===== config.mk =====
export PLATFORM = sky130hd
export DESIGN_NAME = mmio_timer_bank
export DESIGN_NICKNAME = d
export VERILOG_FILES = /design/src/rtl/timer_bank_pkg.sv /design/src/rtl/timer_channel.sv /design/src/rtl/mmio_timer_bank.sv
export SDC_FILE = /design/constraint.sdc
export NUM_CORES = 1
export LEC_CHECK = 0
export CELL_PAD_IN_SITES_DETAIL_PLACEMENT = 1
export CELL_PAD_IN_SITES_GLOBAL_PLACEMENT = 2
export CORE_MARGIN = 10
export CORE_UTILIZATION = 30
export DETAILED_ROUTE_END_ITERATION = 7
export PLACE_DENSITY_LB_ADDON = 0.1
export RECOVER_POWER = 25
export SLEW_MARGIN = 20
export SYNTH_ARGS = -nofsm -noshare
export SYNTH_HDL_FRONTEND = slang
export SYNTH_SLANG_ARGS = --single-unit

===== constraint.sdc =====
create_clock -name clock -period 5.1 [get_ports clock]
set_clock_uncertainty 0.15 [all_clocks]
set_input_delay 1.02 -clock clock [delete_from_list [all_inputs] [get_ports clock]]
set_output_delay 1.02 -clock clock [all_outputs]
set_load 0.005 [all_outputs]

===== src/rtl/timer_bank_pkg.sv =====
// Register map offsets, control-word layout and the channel address helper
// shared by the timer bank and its channels.
package timer_bank_pkg;

    localparam logic [7:0] CTRL_OFFSET     = 8'h00;
    localparam logic [7:0] COMPARE_OFFSET  = 8'h04;
    localparam logic [7:0] COUNT_OFFSET    = 8'h08;
    localparam logic [7:0] STATUS_OFFSET   = 8'h0C;
    localparam logic [7:0] PENDING_OFFSET  = 8'h80;
    localparam logic [7:0] PRESCALE_OFFSET = 8'h84;
    localparam int         CHANNEL_STRIDE  = 16;

    typedef struct packed {
        logic irqEnable;
        logic periodic;
        logic enable;
    } timer_ctrl_t;

    // Window-relative byte offset of one register inside a channel block.
    function automatic logic [7:0] channelOffset(input int channel, input logic [7:0] regOffset);
        return 8'(channel * CHANNEL_STRIDE) + regOffset;
    endfunction

endpackage


===== src/rtl/timer_channel.sv =====
// One compare timer: CTRL/COMPARE/COUNT/pending, fire detection and bus-vs-timer priority.
// Register updates land on the edge after the write or tick; writes are always accepted.
module timer_channel
    import timer_bank_pkg::*;
#(
    parameter int COUNTER_WIDTH = 32
) (
    input  logic                     clock,
    input  logic                     resetActiveLow,
    input  logic                     tick,
    input  logic                     ctrlWrite,
    input  logic                     compareWrite,
    input  logic                     countWrite,
    input  logic                     statusWrite,
    input  logic [31:0]              writeData,
    output timer_ctrl_t              ctrl,
    output logic [COUNTER_WIDTH-1:0] compare,
    output logic [COUNTER_WIDTH-1:0] count,
    output logic                     pending
);

    logic                     fire;
    logic                     reachedCompare;
    logic [COUNTER_WIDTH-1:0] writeValue;
    logic                     unusedWriteBits;

    assign writeValue      = writeData[COUNTER_WIDTH-1:0];
    assign unusedWriteBits = ^writeData;
    assign reachedCompare  = (count >= compare);
    assign fire            = ctrl.enable && tick && reachedCompare;

    // A CTRL write overrides the one-shot self-disable issued on the same edge.
    always_ff @(posedge clock or negedge resetActiveLow) begin
        if (!resetActiveLow) begin
            ctrl <= '0;
        end else if (ctrlWrite) begin
            ctrl <= timer_ctrl_t'(writeData[2:0]);
        end else if (fire && !ctrl.periodic) begin
            ctrl.enable <= 1'b0;
        end
    end

    always_ff @(posedge clock or negedge resetActiveLow) begin
        if (!resetActiveLow) begin
            compare <= '0;
        end else if (compareWrite) begin
            compare <= writeValue;
        end
    end

    // Software writes to COUNT win over both the increment and the periodic reload.
    always_ff @(posedge clock or negedge resetActiveLow) begin
        if (!resetActiveLow) begin
            count <= '0;
        end else if (countWrite) begin
            count <= writeValue;
        end else if (ctrl.enable && tick) begin
            if (reachedCompare) begin
                if (ctrl.periodic) begin
                    count <= '0;
                end
            end else begin
                count <= count + COUNTER_WIDTH'(1);
            end
        end
    end

    // A fresh fire wins over a same-cycle write-1-to-clear.
    always_ff @(posedge clock or negedge resetActiveLow) begin
        if (!resetActiveLow) begin
            pending <= 1'b0;
        end else if (fire) begin
            pending <= 1'b1;
        end else if (statusWrite && writeData[0]) begin
            pending <= 1'b0;
        end
    end

endmodule


===== src/rtl/mmio_timer_bank.sv =====
// MMIO bank of NUM_CHANNELS compare timers with W1C pending flags and a shared interrupt line.
// Writes take effect on the next edge, reads are combinational; writes are never back-pressured.
// Optional shared prescaler is built only when TIMER_BANK_PRESCALER_EN is defined.
module mmio_timer_bank
    import timer_bank_pkg::*;
#(
    parameter int          NUM_CHANNELS     = 4,
    parameter int          COUNTER_WIDTH    = 32,
    parameter logic [31:0] BASE_ADDRESS     = 32'h40000100,
    parameter logic [15:0] PRESCALE_DEFAULT = 16'd0
) (
    input  logic                    clock,
    input  logic                    resetActiveLow,
    input  logic [31:0]             busWriteAddress,
    input  logic                    busWriteValid,
    input  logic [31:0]             busWriteData,
    input  logic [31:0]             busReadAddress,
    output logic [31:0]             busReadData,
    output logic [NUM_CHANNELS-1:0] channelPending,
    output logic                    timerInterrupt
);

    logic                     writeHit;
    logic                     readHit;
    logic [7:0]               writeOffset;
    logic [7:0]               readOffset;
    logic                     tick;
    logic [15:0]              prescaleValue;
    timer_ctrl_t              ctrlVec    [NUM_CHANNELS];
    logic [COUNTER_WIDTH-1:0] compareVec [NUM_CHANNELS];
    logic [COUNTER_WIDTH-1:0] countVec   [NUM_CHANNELS];
    logic [NUM_CHANNELS-1:0]  pendingVec;
    logic [NUM_CHANNELS-1:0]  irqEnableVec;

    assign writeHit    = busWriteValid && (busWriteAddress[31:8] == BASE_ADDRESS[31:8]);
    assign readHit     = (busReadAddress[31:8] == BASE_ADDRESS[31:8]);
    assign writeOffset = busWriteAddress[7:0];
    assign readOffset  = busReadAddress[7:0];

    for (genvar n = 0; n < NUM_CHANNELS; n++) begin : gChannel
        logic ctrlWrite;
        logic compareWrite;
        logic countWrite;
        logic statusWrite;

        assign ctrlWrite    = writeHit && (writeOffset == channelOffset(n, CTRL_OFFSET));
        assign compareWrite = writeHit && (writeOffset == channelOffset(n, COMPARE_OFFSET));
        assign countWrite   = writeHit && (writeOffset == channelOffset(n, COUNT_OFFSET));
        assign statusWrite  = writeHit && (writeOffset == channelOffset(n, STATUS_OFFSET));

        timer_channel #(
            .COUNTER_WIDTH(COUNTER_WIDTH)
        ) uChannel (
            .clock         (clock),
            .resetActiveLow(resetActiveLow),
            .tick          (tick),
            .ctrlWrite     (ctrlWrite),
            .compareWrite  (compareWrite),
            .countWrite    (countWrite),
            .statusWrite   (statusWrite),
            .writeData     (busWriteData),
            .ctrl          (ctrlVec[n]),
            .compare       (compareVec[n]),
            .count         (countVec[n]),
            .pending       (pendingVec[n])
        );

        assign irqEnableVec[n] = ctrlVec[n].irqEnable;
    end

`ifdef TIMER_BANK_PRESCALER_EN
    logic [15:0] prescaleCount;
    logic        prescaleWrite;
    logic        anyEnabled;

    always_comb begin
        anyEnabled = 1'b0;
        for (int i = 0; i < NUM_CHANNELS; i++) begin
            anyEnabled = anyEnabled | ctrlVec[i].enable;
        end
    end

    assign prescaleWrite = writeHit && (writeOffset == PRESCALE_OFFSET);
    assign tick          = anyEnabled && (prescaleCount == prescaleValue);

    // The divider idles while every channel is off so the first tick is a full period away.
    always_ff @(posedge clock or negedge resetActiveLow) begin
        if (!resetActiveLow) begin
            prescaleValue <= PRESCALE_DEFAULT;
            prescaleCount <= '0;
        end else if (prescaleWrite) begin
            prescaleValue <= busWriteData[15:0];
            prescaleCount <= '0;
        end else if (anyEnabled) begin
            prescaleCount <= (prescaleCount == prescaleValue) ? 16'd0 : prescaleCount + 16'd1;
        end
    end
`else
    logic [15:0] unusedPrescaleDefault;

    assign unusedPrescaleDefault = PRESCALE_DEFAULT;
    assign tick                  = 1'b1;
    assign prescaleValue         = '0;
`endif

    always_comb begin
        busReadData = '0;
        if (readHit) begin
            if (readOffset == PENDING_OFFSET) begin
                busReadData = 32'(pendingVec);
            end else if (readOffset == PRESCALE_OFFSET) begin
                busReadData = 32'(prescaleValue);
            end
            for (int i = 0; i < NUM_CHANNELS; i++) begin
                if (readOffset == channelOffset(i, CTRL_OFFSET)) begin
                    busReadData = 32'(ctrlVec[i]);
                end else if (readOffset == channelOffset(i, COMPARE_OFFSET)) begin
                    busReadData = 32'(compareVec[i]);
                end else if (readOffset == channelOffset(i, COUNT_OFFSET)) begin
                    busReadData = 32'(countVec[i]);
                end else if (readOffset == channelOffset(i, STATUS_OFFSET)) begin
                    busReadData = 32'(pendingVec[i]);
                end
            end
        end
    end

    assign channelPending = pendingVec;
    assign timerInterrupt = |(pendingVec & irqEnableVec);

endmodule


Word-level counts from Yosys, hierarchy flattened
Cells that the tools add are included.

Bits in registers: 272. Output and inout port bits: 37. Logic and storage cells: 172.

Add/subtract/negate cells: 4. Magnitude comparators: 4. Eq/ne operators: 37. Multiplexer cells: 50. Bitwise operators: 1. Reduce and logical (&&, ||, !) cells: 52.

Operators with widths (number): 2-to-1 mux 32 bit (33); adder 32 x 1 -> 32 bit, second input constant (4); == test 8 x 6 -> 1 bit, second input constant (16); greater-or-equal comparator 32 bit (4); == test 8 x 5 -> 1 bit, second input constant (8); == test 24 x 23 -> 1 bit, second input constant (2); == test 8 x 4 -> 1 bit, second input constant (4); logical AND 1 bit (29); nonzero test 2 bit (12); == test 8 x 3 -> 1 bit, second input constant (2); logical NOT 8 bit (2); 2-to-1 mux 1 bit (16); != test 3 x 2 -> 1 bit, second input constant (4); == test 8 bit, second input constant (1); AND reduction 2 bit (4); bitwise AND 4 bit (1); logical NOT 1 bit (4); 2-to-1 mux 4 bit (1); OR reduction 4 bit (1).

Depth between registers and ports, before layout
Depth in word-level cells: 19. Depth in mapped cells: 12. Gate-level depth less buffers: 10.

Modules after synthesis
Synthesis repeated with hierarchy kept, for this count alone.

Cells, all modules: 2706. Area, all modules: 21306.7 um2.

By module, submodules not included: timer_channel (gChannel[0].uChannel ...) (times used 3, cells an instance 491, area an instance 4204.0 um2, seq. area each 1701.6 um2); mmio_timer_bank (times used 1, cells an instance 765, area an instance 4561.9 um2, seq. area each 0.0 um2); timer_channel (gChannel[3].uChannel) (times used 1, cells an instance 468, area an instance 4132.7 um2, seq. area each 1701.6 um2).

Worst setup path before layout
Ideal clock, no wire load.

Path type: in2out. From: input port busReadAddress[1]. To: output port busReadData[2]. Arrival: 2.881 ns. Path slack: 1.049 ns. Cell stages on the path: 8. Buffers on the path: 2. Path through: or4b_2 > clkbuf_1 > nor2_1 > clkbuf_1 > a22oi_1 > nand2_1 > a221oi_1 > a221oi_1.

Cells in the longest elaborated chain, start to end: 19. Elaborated cells between the ends (all ways): 35.

RTL lines: start, declared (line mmio_timer_bank.sv:17) `input logic [31:0] busReadAddress,`; == test 8 bit (line mmio_timer_bank.sv:109) `if (readOffset == PENDING_OFFSET) begin`; 2-to-1 mux 4 bit (line mmio_timer_bank.sv:109); 2-to-1 mux 32 bit (line mmio_timer_bank.sv:121) `end else if (readOffset == channelOffset(i, STATUS_OFFSET)) begin`; 2-to-1 mux 32 bit (line mmio_timer_bank.sv:119) `end else if (readOffset == channelOffset(i, COUNT_OFFSET)) begin`; 2-to-1 mux 32 bit (line mmio_timer_bank.sv:117) `end else if (readOffset == channelOffset(i, COMPARE_OFFSET)) begin`; 2-to-1 mux 32 bit (line mmio_timer_bank.sv:115) `if (readOffset == channelOffset(i, CTRL_OFFSET)) begin`; 2-to-1 mux 32 bit (line mmio_timer_bank.sv:121); 2-to-1 mux 32 bit (line mmio_timer_bank.sv:119); [3 not listed]; 2-to-1 mux 32 bit (line mmio_timer_bank.sv:119); 2-to-1 mux 32 bit (line mmio_timer_bank.sv:117); 2-to-1 mux 32 bit (line mmio_timer_bank.sv:115); 2-to-1 mux 32 bit (line mmio_timer_bank.sv:121); 2-to-1 mux 32 bit (line mmio_timer_bank.sv:119); 2-to-1 mux 32 bit (line mmio_timer_bank.sv:117); 2-to-1 mux 32 bit * (line mmio_timer_bank.sv:115); 2-to-1 mux 32 bit * (line mmio_timer_bank.sv:108) `if (readHit) begin`; end, declared (line mmio_timer_bank.sv:18) `output logic [31:0] busReadData,`.

Every way passes the cells marked *; elsewhere a longest branch is shown, timed or not.

Final worst setup path
From: input port busReadAddress[1]. To: output port busReadData[25].

Cells in the longest elaborated chain, start to end: 17. Elaborated cells between the ends (all ways): 31.

RTL lines (line): == test 8 x 4 -> 1 bit (mmio_timer_bank.sv:119); 2-to-1 mux 32 bit (mmio_timer_bank.sv:119); 2-to-1 mux 32 bit (mmio_timer_bank.sv:117); 2-to-1 mux 32 bit (mmio_timer_bank.sv:115); 2-to-1 mux 32 bit (mmio_timer_bank.sv:121); 2-to-1 mux 32 bit (mmio_timer_bank.sv:119); 2-to-1 mux 32 bit (mmio_timer_bank.sv:117); 2-to-1 mux 32 bit (mmio_timer_bank.sv:115); 2-to-1 mux 32 bit (mmio_timer_bank.sv:121); 2-to-1 mux 32 bit (mmio_timer_bank.sv:119); 2-to-1 mux 32 bit (mmio_timer_bank.sv:117); 2-to-1 mux 32 bit (mmio_timer_bank.sv:115); 2-to-1 mux 32 bit (mmio_timer_bank.sv:121); 2-to-1 mux 32 bit (mmio_timer_bank.sv:119); 2-to-1 mux 32 bit (mmio_timer_bank.sv:117); 2-to-1 mux 32 bit * (mmio_timer_bank.sv:115); 2-to-1 mux 32 bit * (mmio_timer_bank.sv:108).

Marks and branches as above.

==> flow_summary_export.csv <==
group,metric,value,unit
detailed_routing,antenna_left,0,
clock_tree,clock_latency,0.56,ns
grt,grt_pass1_vias,19100,
synthesis,syn_area,0.0185,mm2
detailed_routing,drt-pass1-iter-count,5,
floorplan,die_height,268,um
grt,grt_usage,23.3,%
final_layout,layout_common_cells,"308 x nand2_1, 272 x dfrtp_1, 190 x o21ai_0",
status,status,"finished, violations left",
floorplan,coreArea,0.0614,mm2
detailed_routing,first_iter_violations,1175,
detailed_routing,wl_met1,36.5,mm
placed_design,placed_area,0.0210,mm2
timing,rsz0062_at_grt,"no",
clock_tree,cts_sinks,272,
placed_design,port_buffers,135,
floorplan,dieWidth,268,um
detailed_routing,met2_wirelength,41.3,mm
detailed_routing,wl_per_cell,27.2,um
timing,period_share,96.5,%
final_layout,num_antenna_cells,0,
setup_path,cpPeakStageDelay,0.62,ns
power_and_ir_drop,comb_power_share,4.7,%
placed_design,place_congestion,0.908,
final_layout,final_common_cell,"nand2_1",
setup_path,worstPathRequired,3.93,ns
synthesis,synth_area_leaders,"dfrtp_1 37%, ha_1 8.9%, nand2_1 6.2%",
clock_tree,cts_made_buffers,39,
clock_tree,cts_root_buffer,"clkbuf_16",
synthesis,synthesis.nets,2412,
synthesis,syn_area_per_cell,8.49,um2
worst_hold_path,whs_endpoint,"gChannel[0].uChannel.ctrl[2]",
power_and_ir_drop,seqPwrFrac,41.5,%
setup_path,reg2reg_from,"gChannel[0].uChannel.count[22]",
run,drv_cap,1,
power_and_ir_drop,max-vdd-ir-drop,0.187,mV
setup_path,r2r_slack,0.68,ns
timing,period_minus_slack,4.92,ns
timing,finalSetupViolCount,0,
detailed_routing,post-route-drc-count,0,
setup_path,worstSetupEndpointType,"primary output",
clock_tree,cts_buffer_depth,3,
setup_path,cp-start-kind,"primary input",
placed_design,hpwlAfterDp,65.1,mm
setup_path,path_cells,"clkdlybuf4s50_1 -> or4b_4 -> buf_4 -> nor2_2 -> buf_12 -> buf_4 -> a22oi_1 -> a31oi_1 -> a221o_1 -> clkdlybuf4s50_1",
synthesis,synthFlopType,"dfrtp_1",
power_and_ir_drop,power_density,233,mW/mm2
floorplan,die_area,0.0720,mm2
synthesis,synth_cell_types,82,
synthesis,ys_ff_latch,272,
timing,maxSlewViolCount,99,
synthesis,yosysWarnings,0,
detailed_routing,wl_met3,4.21,mm
detailed_routing,vias,18200,
clock_tree,cts_tree,"built",
setup_path,worstPathArrival,3.75,ns
grt,grt_max_degree,100,
worst_hold_path,hold_depth,1,
power_and_ir_drop,swShare,24.1,%
floorplan,std_cell_rows,91,
grt,grt_antenna_before_repair,2,
final_layout,final_cell_area,0.0223,mm2
clock_tree,htree_levels,2,
worst_hold_path,hp-class,"flop to flop",
setup_path,cp_num_buf_inv,5,
setup_path,timing.rr.end,"gChannel[0].uChannel.count[20]",
floorplan,io-pin-count,136,
timing,max-slew-margin-rel,-88.9,%
power_and_ir_drop,leakage,0.00958,uW
detailed_routing,routed_wl,84.6,mm
clock_tree,path_clk_slew,0.06,ns
power_and_ir_drop,internal_power,3950,uW
final_layout,synthToLayoutAreaGrowth,20.6,%
setup_path,cp_top_family,"buffers and inverters",
grt,grt_pass1_wl,126,mm
status,failed_checks,"capacitance limit, slew limit",
worst_hold_path,holdCritStartpoint,"gChannel[0].uChannel.ctrl[2]",
synthesis,synthCells,2181,
timing,worst_pin_slew,2.83,ns
synthesis,synth_edf_count,0,
synthesis,async_reset_ff_share,100,%
final_layout,layout-drive-gt1-share,8.88,%
timing,hold_viol_final,0,
detailed_routing,via_per_inst,5.85,
floorplan,initial_utilization,30.2,%
synthesis,yosys.area.top_type,"dfrtp_1",
synthesis,synth_top_area_share,36.8,%
detailed_routing,top_layer,"met5",
power_and_ir_drop,finalPower,5200,uW
synthesis,yosysSeqAreaShare,36.8,%
clock_tree,cts_setup_buffers,0,
power_and_ir_drop,p_clk_share,53.8,%
power_and_ir_drop,power.switching,1250,uW
grt,grt_overflow,0,
setup_path,path_class,"primary input to primary output",
final_layout,layout.nets,2522,
setup_path,slowest_stage,"or4b_4",
setup_path,crit_path_max_fanout,25,
setup_path,reg2reg_depth,10,
timing,max_freq,203,MHz
cells by family after synthesis:
logic type,after synthesis,share of synthesized area (%)
simple gates,761,20.1
compound gates,681,25.6
buf+inv,295,6.44
flops,272,36.8
fa+ha+maj,132,8.92
mux,24,1.39
xor+xnor,16,0.757
cells in the mapped netlist (all sizes together), types with 7 or more instances:
| cell | count |
|---|---|
| and4 | 15 |
| o311ai | 36 |
| a31oi | 42 |
| mux2 | 14 |
| dfrtp | 272 |
| nand3 | 86 |
| or2 | 10 |
| a21oi | 83 |
| a31o | 8 |
| xor2 | 8 |
| nor2b | 10 |
| a22oi | 102 |
| xnor2 | 8 |
| or4 | 13 |
| clkbuf | 117 |
| inv | 153 |
| a221oi | 9 |
| mux2i | 10 |
| a21o | 15 |
| a221o | 75 |
| nand2 | 309 |
| o21ai | 193 |
| o22ai | 9 |
| nor3 | 36 |
| or3 | 18 |
| and2 | 11 |
| nor4 | 23 |
| buf | 25 |
| nand2b | 10 |
| and3 | 52 |
| nand4 | 32 |
| nor2 | 116 |
| ha | 132 |
| nand3b | 7 |
| o211ai | 49 |
| a211oi | 10 |
timing repair:
| action | 4_1_cts | 5_1_grt |
|---|---|---|
| pin swaps | 0 | 0 |
| hold buffers | 0 | 0 |
| resized for setup | 1 | 5 |
| setup endpoints to repair | 4 | 25 |
how the worst max path moves through the flow:
stage / from / endpoint / slack, ns / depth (start not counted)
after floorplan: busReadAddress[1] / busReadData[2] / 1.05 / 8
after global placement: busReadAddress[1] / busReadData[15] / 0.04 / 9
after detailed placement: busReadAddress[1] / busReadData[15] / -0.02 / 9
after CTS: busReadAddress[1] / busReadData[17] / 0.03 / 9
after global routing: busReadAddress[11] / busReadData[15] / 0.01 / 9
final: busReadAddress[1] / busReadData[25] / 0.18 / 10
through the flow:
step,setup slack [ns],hold WS (ns),std cells,setup TNS (ns),utilization (%)
detailed placement,-0.0229,0.394,3040,-0.0484,34.3
finish,0.177,0.404,3109,0,36.4
global placement,0.0388,0.386,3040,0,34.3
floorplan,1.05,0.352,2181,0,-
CTS,0.0314,0.409,3109,0,36.4
global route,0.0124,0.411,3109,0,36.4
state kept, by name, summed over array words and instances (netlist names):
register and count:
gChannel.uChannel.pending 4, gChannel.uChannel.compare 128, gChannel.uChannel.ctrl 12, gChannel.uChannel.count 128
power by group through the flow:
stage | Sequential [uW] | Clock [uW] | Combinational, uW
after floorplan | 2200 | 0 | 54.6
after global placement | 2200 | 0 | 253
after detailed placement | 2200 | 0 | 253
after CTS | 2160 | 2880 | 254
after global routing | 2160 | 2960 | 262
final | 2160 | 2800 | 246
area by class of cell:
cell class                 count  area (um2)
multi-input combinational   1614       10600
fill                        7146       39000
timing repair buffer         211        2080
tap                          790         988
sequential                   272        6810
clock buffer                  55        1140
inverter                     153         574
clock inverter                14         150
routing by layer:
metal	global-route usage, %	vias to the layer above
li1	-	8325
met1	29.1	9236
met2	40.4	491
met3	3.67	127
met4	7.44	4
met5	0	-
Power figures use the tool's default switching activity.
